`config.mk`:
```
export PLATFORM = sky130hd
export DESIGN_NAME = imm_gen_pipe
export DESIGN_NICKNAME = d
export VERILOG_FILES = /design/src/rtl/imm_gen_pkg.sv /design/src/rtl/imm_decode.sv /design/src/rtl/imm_gen_pipe.sv
export SDC_FILE = /design/constraint.sdc
export NUM_CORES = 1
export LEC_CHECK = 0
export BUFFER_PORTS_ARGS = -buffer_cell sky130_fd_sc_hd__buf_2
export CAP_MARGIN = 10
export CORE_MARGIN = 4
export CORE_UTILIZATION = 60
export DETAILED_ROUTE_END_ITERATION = 10
export HOLD_SLACK_MARGIN = 0.12
export PLACE_DENSITY = 0.94
export SLEW_MARGIN = 20
export SYNTH_ARGS = -nofsm -noshare
export SYNTH_HDL_FRONTEND = slang
export SYNTH_HIERARCHICAL = 1
export SYNTH_SLANG_ARGS = --single-unit
```
`constraint.sdc`:
```
create_clock -name clk -period 4.5 [get_ports clk]
set_input_delay 0.45 -clock clk [delete_from_list [all_inputs] [get_ports clk]]
set_output_delay 0.45 -clock clk [all_outputs]
set_load 0.01 [all_outputs]
```
`src/rtl/imm_gen_pkg.sv`:
```
`default_nettype none
// ============================================================================
//  Module      : imm_gen_pkg
//  Description : Shared definitions for the immediate generator pipeline:
//                RV32/RV64 base opcodes, the 3-bit instruction format enum
//                and the decoded record {imm, fmt} passed from the decoder
//                to the pipeline buffer.
//  Config      : IMM_GEN_CSR_EN (consumed by imm_decode) enables decoding of
//                the SYSTEM/CSR opcode; the default build treats it as
//                illegal.
//  Revision    : 1.0 - initial release
// ============================================================================
package imm_gen_pkg;

  // Widest immediate any configuration produces; narrower builds use the
  // low XLEN bits of the decoded record.
  localparam int IMM_MAX_W = 64;

  // Base-ISA major opcodes (instr[6:0]).
  localparam logic [6:0] c_opc_load      = 7'b0000011;
  localparam logic [6:0] c_opc_op_imm    = 7'b0010011;
  localparam logic [6:0] c_opc_auipc     = 7'b0010111;
  localparam logic [6:0] c_opc_op_imm_32 = 7'b0011011;
  localparam logic [6:0] c_opc_store     = 7'b0100011;
  localparam logic [6:0] c_opc_op        = 7'b0110011;
  localparam logic [6:0] c_opc_lui       = 7'b0110111;
  localparam logic [6:0] c_opc_op_32     = 7'b0111011;
  localparam logic [6:0] c_opc_branch    = 7'b1100011;
  localparam logic [6:0] c_opc_jalr      = 7'b1100111;
  localparam logic [6:0] c_opc_jal       = 7'b1101111;
  localparam logic [6:0] c_opc_system    = 7'b1110011;

  // Instruction format as reported on out_fmt.
  typedef enum logic [2:0] {
    FMT_R   = 3'd0,
    FMT_I   = 3'd1,
    FMT_S   = 3'd2,
    FMT_B   = 3'd3,
    FMT_U   = 3'd4,
    FMT_J   = 3'd5,
    FMT_Z   = 3'd6,
    FMT_ILL = 3'd7
  } fmt_e;

  // Decoded record produced by imm_decode.
  typedef struct packed {
    logic [IMM_MAX_W-1:0] imm;
    fmt_e                 fmt;
  } dec_t;

endpackage
`default_nettype wire

```
`src/rtl/imm_decode.sv`:
```
`default_nettype none
// ============================================================================
//  Module      : imm_decode
//  Description : Purely combinational RV32/RV64 immediate decoder. Classifies
//                an instruction word by opcode and builds its immediate,
//                sign-extended to IMM_MAX_W bits (shift amounts and CSR
//                fields are zero-extended).
//  Parameters  : XLEN    - 32 or 64; selects shamt width and whether the
//                          OP-IMM-32 opcode is legal (any value other than
//                          64 behaves as 32).
//  Config      : IMM_GEN_CSR_EN - when defined, SYSTEM opcode decodes to
//                Z/I/R formats; otherwise it is illegal.
//  Ports       : instr_i [31:0]  raw instruction word
//                dec_o   dec_t   decoded {imm, fmt}
//  Revision    : 1.0 - initial release
// ============================================================================
module imm_decode
  import imm_gen_pkg::*;
#(
  parameter int XLEN = 32
) (
  input  logic [31:0] instr_i,
  output dec_t        dec_o
);

  localparam bit c_rv64 = (XLEN == 64);

  logic [6:0]           w_opc;
  logic [2:0]           w_funct3;
  logic                 w_is_shift;
  logic [IMM_MAX_W-1:0] w_imm_i;
  logic [IMM_MAX_W-1:0] w_imm_s;
  logic [IMM_MAX_W-1:0] w_imm_b;
  logic [IMM_MAX_W-1:0] w_imm_u;
  logic [IMM_MAX_W-1:0] w_imm_j;
  logic [IMM_MAX_W-1:0] w_shamt;
  logic [IMM_MAX_W-1:0] w_shamt_w;

  assign w_opc      = instr_i[6:0];
  assign w_funct3   = instr_i[14:12];
  assign w_is_shift = (w_funct3 == 3'b001) || (w_funct3 == 3'b101);

  assign w_imm_i = {{52{instr_i[31]}}, instr_i[31:20]};
  assign w_imm_s = {{52{instr_i[31]}}, instr_i[31:25], instr_i[11:7]};
  assign w_imm_b = {{51{instr_i[31]}}, instr_i[31], instr_i[7],
                    instr_i[30:25], instr_i[11:8], 1'b0};
  assign w_imm_u = {{32{instr_i[31]}}, instr_i[31:12], 12'h000};
  assign w_imm_j = {{43{instr_i[31]}}, instr_i[31], instr_i[19:12],
                    instr_i[20], instr_i[30:21], 1'b0};

  // Native shift amount is 6 bits wide on RV64, 5 bits on RV32; the upper
  // funct7 bits (e.g. instr[30] for SRAI) never leak into the immediate.
  generate
    if (c_rv64) begin : g_shamt64
      assign w_shamt = {58'd0, instr_i[25:20]};
    end else begin : g_shamt32
      assign w_shamt = {59'd0, instr_i[24:20]};
    end
  endgenerate

  // Word-sized shifts (OP-IMM-32) always use a 5-bit shamt.
  assign w_shamt_w = {59'd0, instr_i[24:20]};

  always_comb begin
    dec_o.imm = '0;
    dec_o.fmt = FMT_ILL;
    case (w_opc)
      c_opc_op_imm: begin
        dec_o.fmt = FMT_I;
        dec_o.imm = w_is_shift ? w_shamt : w_imm_i;
      end
      c_opc_load, c_opc_jalr: begin
        dec_o.fmt = FMT_I;
        dec_o.imm = w_imm_i;
      end
      c_opc_op_imm_32: begin
        if (c_rv64) begin
          dec_o.fmt = FMT_I;
          dec_o.imm = w_is_shift ? w_shamt_w : w_imm_i;
        end
      end
      c_opc_store: begin
        dec_o.fmt = FMT_S;
        dec_o.imm = w_imm_s;
      end
      c_opc_branch: begin
        dec_o.fmt = FMT_B;
        dec_o.imm = w_imm_b;
      end
      c_opc_lui, c_opc_auipc: begin
        dec_o.fmt = FMT_U;
        dec_o.imm = w_imm_u;
      end
      c_opc_jal: begin
        dec_o.fmt = FMT_J;
        dec_o.imm = w_imm_j;
      end
      c_opc_op, c_opc_op_32: begin
        dec_o.fmt = FMT_R;
      end
      c_opc_system: begin
`ifdef IMM_GEN_CSR_EN
        if (w_funct3[2]) begin
          // CSRR*I: 5-bit zimm lives in the rs1 field.
          dec_o.fmt = FMT_Z;
          dec_o.imm = {59'd0, instr_i[19:15]};
        end else if (w_funct3 != 3'b000) begin
          // CSRRW/S/C: CSR address, zero-extended.
          dec_o.fmt = FMT_I;
          dec_o.imm = {52'd0, instr_i[31:20]};
        end else begin
          dec_o.fmt = FMT_R;
        end
`else
        dec_o.fmt = FMT_ILL;
`endif
      end
      default: begin
        dec_o.fmt = FMT_ILL;
      end
    endcase
  end

endmodule
`default_nettype wire

```
`src/rtl/imm_gen_pipe.sv`:
```
`default_nettype none
// ============================================================================
//  Module      : imm_gen_pipe
//  Description : Valid/ready immediate generator. Each accepted instruction
//                is decoded by imm_decode and appears on out_* one cycle
//                later. A single skid entry absorbs one extra instruction
//                when the consumer stalls, so in_ready is a pure register
//                with no combinational path from out_ready. Illegal
//                instructions are counted in a saturating counter.
//  Parameters  : XLEN  - immediate width, 32 or 64
//                CNT_W - width of illegal_cnt
//  Config      : IMM_GEN_CSR_EN - enables CSR (SYSTEM) decoding in the
//                decoder; default build treats SYSTEM as illegal.
//  Ports       : clk, rst_n (async, active-low)
//                in_valid / in_ready / in_instr[31:0]      input stream
//                out_valid / out_ready / out_imm[XLEN-1:0]
//                out_fmt[2:0] / out_illegal                output stream
//                illegal_cnt[CNT_W-1:0], cnt_clr           illegal counter
//  Revision    : 1.0 - initial release
// ============================================================================
module imm_gen_pipe
  import imm_gen_pkg::*;
#(
  parameter int XLEN  = 32,
  parameter int CNT_W = 16
) (
  input  logic             clk,
  input  logic             rst_n,
  input  logic             in_valid,
  output logic             in_ready,
  input  logic [31:0]      in_instr,
  output logic             out_valid,
  input  logic             out_ready,
  output logic [XLEN-1:0]  out_imm,
  output logic [2:0]       out_fmt,
  output logic             out_illegal,
  output logic [CNT_W-1:0] illegal_cnt,
  input  logic             cnt_clr
);

  dec_t            w_dec;
  logic [XLEN-1:0] w_dec_imm;
  logic            w_fire_in;
  logic            w_fire_out;

  logic            out_valid_q, out_valid_d;
  logic [XLEN-1:0] out_imm_q,   out_imm_d;
  fmt_e            out_fmt_q,   out_fmt_d;
  logic            skid_valid_q, skid_valid_d;
  logic [XLEN-1:0] skid_imm_q,  skid_imm_d;
  fmt_e            skid_fmt_q,  skid_fmt_d;
  logic            in_ready_q,  in_ready_d;
  logic [CNT_W-1:0] cnt_q,      cnt_d;

  imm_decode #(
    .XLEN (XLEN)
  ) u_decode (
    .instr_i (in_instr),
    .dec_o   (w_dec)
  );

  assign w_dec_imm = w_dec.imm[XLEN-1:0];

  // On narrow builds the decoder's upper immediate bits are only sign
  // extension and are intentionally dropped.
  generate
    if (XLEN < IMM_MAX_W) begin : g_narrow
      logic w_unused_hi;
      assign w_unused_hi = ^w_dec.imm[IMM_MAX_W-1:XLEN];
    end
  endgenerate

  assign w_fire_in  = in_valid && in_ready_q;
  assign w_fire_out = out_valid_q && out_ready;

  always_comb begin
    out_valid_d  = out_valid_q;
    out_imm_d    = out_imm_q;
    out_fmt_d    = out_fmt_q;
    skid_valid_d = skid_valid_q;
    skid_imm_d   = skid_imm_q;
    skid_fmt_d   = skid_fmt_q;

    if (!out_valid_q || w_fire_out) begin
      // Output register is free this cycle. The skid entry is older than
      // anything on the input; while it is occupied in_ready is low, so no
      // new instruction can compete with it.
      if (skid_valid_q) begin
        out_valid_d  = 1'b1;
        out_imm_d    = skid_imm_q;
        out_fmt_d    = skid_fmt_q;
        skid_valid_d = 1'b0;
      end else if (w_fire_in) begin
        out_valid_d = 1'b1;
        out_imm_d   = w_dec_imm;
        out_fmt_d   = w_dec.fmt;
      end else begin
        out_valid_d = 1'b0;
      end
    end else if (w_fire_in) begin
      // Output is stalled: park the new instruction in the skid entry.
      skid_valid_d = 1'b1;
      skid_imm_d   = w_dec_imm;
      skid_fmt_d   = w_dec.fmt;
    end

    in_ready_d = !skid_valid_d;

    cnt_d = cnt_q;
    if (cnt_clr) begin
      cnt_d = '0;
    end else if (w_fire_in && (w_dec.fmt == FMT_ILL) && (cnt_q != '1)) begin
      cnt_d = cnt_q + CNT_W'(1);
    end
  end

  always_ff @(posedge clk or negedge rst_n) begin
    if (!rst_n) begin
      out_valid_q  <= 1'b0;
      out_imm_q    <= '0;
      out_fmt_q    <= FMT_R;
      skid_valid_q <= 1'b0;
      skid_imm_q   <= '0;
      skid_fmt_q   <= FMT_R;
      in_ready_q   <= 1'b0;
      cnt_q        <= '0;
    end else begin
      out_valid_q  <= out_valid_d;
      out_imm_q    <= out_imm_d;
      out_fmt_q    <= out_fmt_d;
      skid_valid_q <= skid_valid_d;
      skid_imm_q   <= skid_imm_d;
      skid_fmt_q   <= skid_fmt_d;
      in_ready_q   <= in_ready_d;
      cnt_q        <= cnt_d;
    end
  end

  assign in_ready    = in_ready_q;
  assign out_valid   = out_valid_q;
  assign out_imm     = out_imm_q;
  assign out_fmt     = out_fmt_q;
  assign out_illegal = (out_fmt_q == FMT_ILL);
  assign illegal_cnt = cnt_q;

endmodule
`default_nettype wire

```
# After elaboration in Yosys (flattened, before gate mapping)
# Index checks and enable logic that the tools add are counted.
[word_totals] register_bits=89 in_bits=37 output_inout_bits=54
[classes] addsub=1 n_eq_ne=15 mux=13 bitwise_logic=1 n_reduce_logical=16
[ops] op="$pmux 32 s6" count=1
[ops] op="$mux 32" count=3
[ops] op="$mux 16" count=2
[ops] op="$eq 7x6->1 const B" count=4
[ops] op="$eq 7x7->1 const B" count=3
[ops] op="$pmux 3 s6" count=1
[ops] op="$add 16x1->16 const B" count=1
[ops] op="$ne 16x16->1 const B" count=1
[ops] op="$eq 7x5->1 const B" count=2
[ops] op="$eq 3x3->1 const B" count=3
[ops] op="$eq 7x2->1 const B" count=1
[ops] op="$mux 3" count=2
[ops] op="$reduce_or 2->1" count=3
[ops] op="$logic_and 1x1->1" count=4
[ops] op="$mux 1" count=4
[ops] op="$reduce_and 2->1" count=2
[ops] op="$reduce_bool 2->1" count=2
[ops] op="$eq 3x1->1 const B" count=1
[ops] op="$reduce_or 3->1" count=1
[ops] op="$logic_not 1->1" count=2
[ops] op="$logic_or 1x1->1" count=2
[ops] op="$not 1->1" count=1

# Depth between registers and ports, before layout
[depth] word_depth=8 depth_mapped=10 ltp_nobuf=8

# Modules after synthesis
# The synthesis kept the hierarchy.
[by_module_without_submodules] mod="imm_gen_pipe" n_inst=1 cells_per_inst=339 area_each_um2=3952.5
[by_module_without_submodules] mod="imm_decode" n_inst=1 cells_per_inst=112 area_each_um2=804.5

# Worst setup path before layout
# OpenSTA, ideal clock, no wires.
[synth_path] kind="input-to-reg" startpoint="in in_instr[3]" endpoint="reg cnt_q[1], in the netlist illegal_cnt[1]" setup_ps=136 t_arrival_ps=2064 t_required_ps=4364 path_slack_ps=2299 path_stages=9 n_path_buf=2 path_cell_list="buf_6 -> or3_4 -> a21o_2 -> a21o_1 -> and4_1 -> nand2_2 -> clkbuf_1 -> or3b_1 -> a21oi_1"
[synth_rtl] item="from (decl)" line_no="imm_gen_pipe.sv:31" source="input logic [31:0] in_instr,"
[synth_rtl] item="to (signal assigned)" line_no="imm_gen_pipe.sv:135" source="cnt_q <= cnt_d;"
[synth_rtl] item="to (decl)" line_no="imm_gen_pipe.sv:53" source="logic [CNT_W-1:0] cnt_q, cnt_d;"

# Worst setup path in the final report
[layout_path] startpoint="reg skid_valid_q" endpoint="reg out_imm_q[20], in the netlist out_imm[20]"
[layout_via] elab_chain_len=2 word_cells_on_any_way=3
[layout_lines] item="from (decl)" line_no="imm_gen_pipe.sv:49" source="logic skid_valid_q, skid_valid_d;"
[layout_lines] item="from (signal assigned)" line_no="imm_gen_pipe.sv:131" source="skid_valid_q <= skid_valid_d;"
[layout_lines] item="$reduce_bool 2->1 (no line)"
[layout_lines] item="$reduce_and 2->1 (no line)"
[layout_lines] item="to (signal assigned)" line_no="imm_gen_pipe.sv:129" source="out_imm_q <= out_imm_d;"
[layout_lines] item="to (decl)" line_no="imm_gen_pipe.sv:47" source="logic [XLEN-1:0] out_imm_q, out_imm_d;"
# Several ways; a longest one is shown, not always the timed one.
# A chain may end at the register's enable or synchronous reset.

==> results.cfg <==
[yosys]
netlist_instances = 419
synth.avg_cell_area_sq_um = 10.8
yosysWarnings = 6
synth_area_sq_um = 4520
synthesis.nets = 457

[global_routing]
grt_antenna_before_repair = 0
grtUsageTotal_pct = 24.4
grt_pass1_wl_microns = 17000
gr-total-overflow = 0
grt_pass1_vias = 3471
grt_max_degree = 50

[timing]
setup_ws_ps = 2030
setup_violations = 0
fin_setup_tns_ps = 0
hold_viol = 0
clock_skew_ps = 12.3
worstMarginPinSlew_ps = 932
slew_headroom_pct = 37.8
post-route-period-util_pct = 54.9
fin_crit_ps = 2470
fmax_mhz = 405
report.final.slew_viol_count = 0
grt_setup_unrepaired = no

[floorplanning]
start_util_pct = 61.9
fp-row-count = 31
die_w_microns = 94.8
die_h_microns = 94.8
dieArea_sq_um = 8980
io_pins = 91
core_area_sq_um = 7290

[routing]
wl_microns = 10400
routedWlPerCell_microns = 17.2
drt_iter0_drc = 266
wl_met2_microns = 5110
drc = 0
drt-vias-per-instance = 5.99
postRouteAntennaNets = 0
met1_length_microns = 4480
num_vias = 3620
wl_met3_microns = 631
top_layer = met4
first_pass_iters = 5

[finish]
fin_cells = 604
layout-drive-gt1-share_pct = 33.5
nFillCells = 558
layout.nets = 538
area_growth_pct = 15.5
antennaDiodeCount = 0

[placement]
hpwl_microns = 7160
post-place-cells = 588
place_ws_ps = 1960
port_buffers = 90
finalWeightedCongestion = 0.895

[cts]
clk_path_buf_depth = 2
cts.sinks = 89
cts_root_buf = clkbuf_8
clock_latency_ps = 350
holdBufCountCts = 0
cts_made_buffers = 9
cts_tree = done
htreeDepth = 3
cts_setup_buffers = 0
cts_resized = 0
clk_pin_slew_ps = 100

[critical_path]
required_ps = 4780
path_class = reg2reg
max_stage_delay_ps = 590
cp-startpoint = skid_valid_q
crit_chain = buf_4, a21oi_1, nor2_4, buf_4, nor2_1, a21oi_1
slowest_stage = nor2_4
reg2reg_to = out_imm[20]
ff2ff_setup_slack_ps = 2030
cp_max_fo = 38
reg2reg_depth = 6
arrival_ps = 2750
crit_end = out_imm[20]
r2r-start = skid_valid_q
start_kind = flop
crit_path_end_kind = flop

[job]
drv_cap = 0

[power_and_ir_drop]
total_power_mw = 1.88
power_leakage_nw = 2.53
p_per_area_nw_per_um2 = 361
peakVddDrop_v = 0.000218

[status]
status = finished, final reports clean

[hold_path]
hold_path_class = in2async
## worst max-delay path: cells and delay by family (launching register included)
family | cells | cell delay, ps
AOI/OAI and AO/OA | 2 | 370
buffers and inverters | 2 | 970
DFF | 1 | 350
and+or+nand+nor | 2 | 700
## cells in the final DEF, fill, tap and decap left out, types with 2 or more instances in the layout
cell,count
nand4_1,5
inv_6,2
or2_2,2
nor4_4,2
o21ai_0,11
nor2b_1,10
mux2_1,2
nor3b_1,2
nand2b_1,2
buf_2,89
clkinv_4,3
a21o_2,12
a21o_1,9
or3_1,2
nand4b_1,3
dfrtp_1,88
o211a_1,2
and4_1,4
a21oi_1,49
nand2_1,9
clkbuf_8,9
nor3_1,6
nor2_1,42
or4_1,8
nor4_1,2
a22o_1,4
and3_1,3
inv_1,8
o31ai_1,8
nand4_2,2
buf_4,4
nand3_1,10
mux2i_1,35
mux2_2,35
## where the power goes
part	internal [mW]	switching, mW	total [mW]
registers	0.892	0.0569	0.949
logic	0.155	0.221	0.376
clock network	0.264	0.292	0.556
## stage by stage
| step | util (%) | cell area [sq um] | hold slack, ps |
|---|---|---|---|
| floorplan | - | 4520 | 154 |
| global placement | 68.8 | 5010 | 487 |
| detailed placement | 68.8 | 5010 | 494 |
| CTS | 71.5 | 5220 | 133 |
| global route | 71.5 | 5220 | 151 |
| finish | 71.5 | 5220 | 112 |
## flip-flops by register name, indices dropped and copies added (netlist names)
signal        cells
skid_fmt_q        3
skid_imm_q       32
skid_valid_q      1
illegal_cnt      16
out_fmt           3
out_imm          32
out_valid         1
in_ready          1
## cell type report
| class | instances | area (sq um) | area share, % |
|---|---|---|---|
| Sequential cell | 89 | 2230 | 42.7 |
| Multi-Input combinational cell | 299 | 2160 | 41.4 |
| Inverter | 8 | 30.0 | 0.576 |
| Tap cell | 99 | 124 | 2.37 |
| Clock buffer | 10 | 128 | 2.45 |
| Clock inverter | 6 | 73.8 | 1.42 |
| Timing Repair Buffer | 93 | 475 | 9.11 |
## routing by layer
layer | global-route usage [%] | vias to the layer above
met5 | 0 | -
met1 | 33.8 | 1776
li1 | - | 1700
met4 | 8.77 | 0
met3 | 3.75 | 16
met2 | 39.0 | 128
## how the worst min path moves through the flow
stage	depth (start not counted)	start	slack (ps)	endpoint
2_1_floorplan	0	rst_n	150	illegal_cnt[0]
3_3_place_gp	1	skid_imm_q[0]	490	skid_imm_q[0]
3_5_place_dp	1	skid_imm_q[6]	490	skid_imm_q[6]
4_1_cts	1	rst_n	130	out_imm[25]
5_1_grt	1	rst_n	150	illegal_cnt[9]
6_report	1	rst_n	110	illegal_cnt[12]
Power figures use the tool's default switching activity.
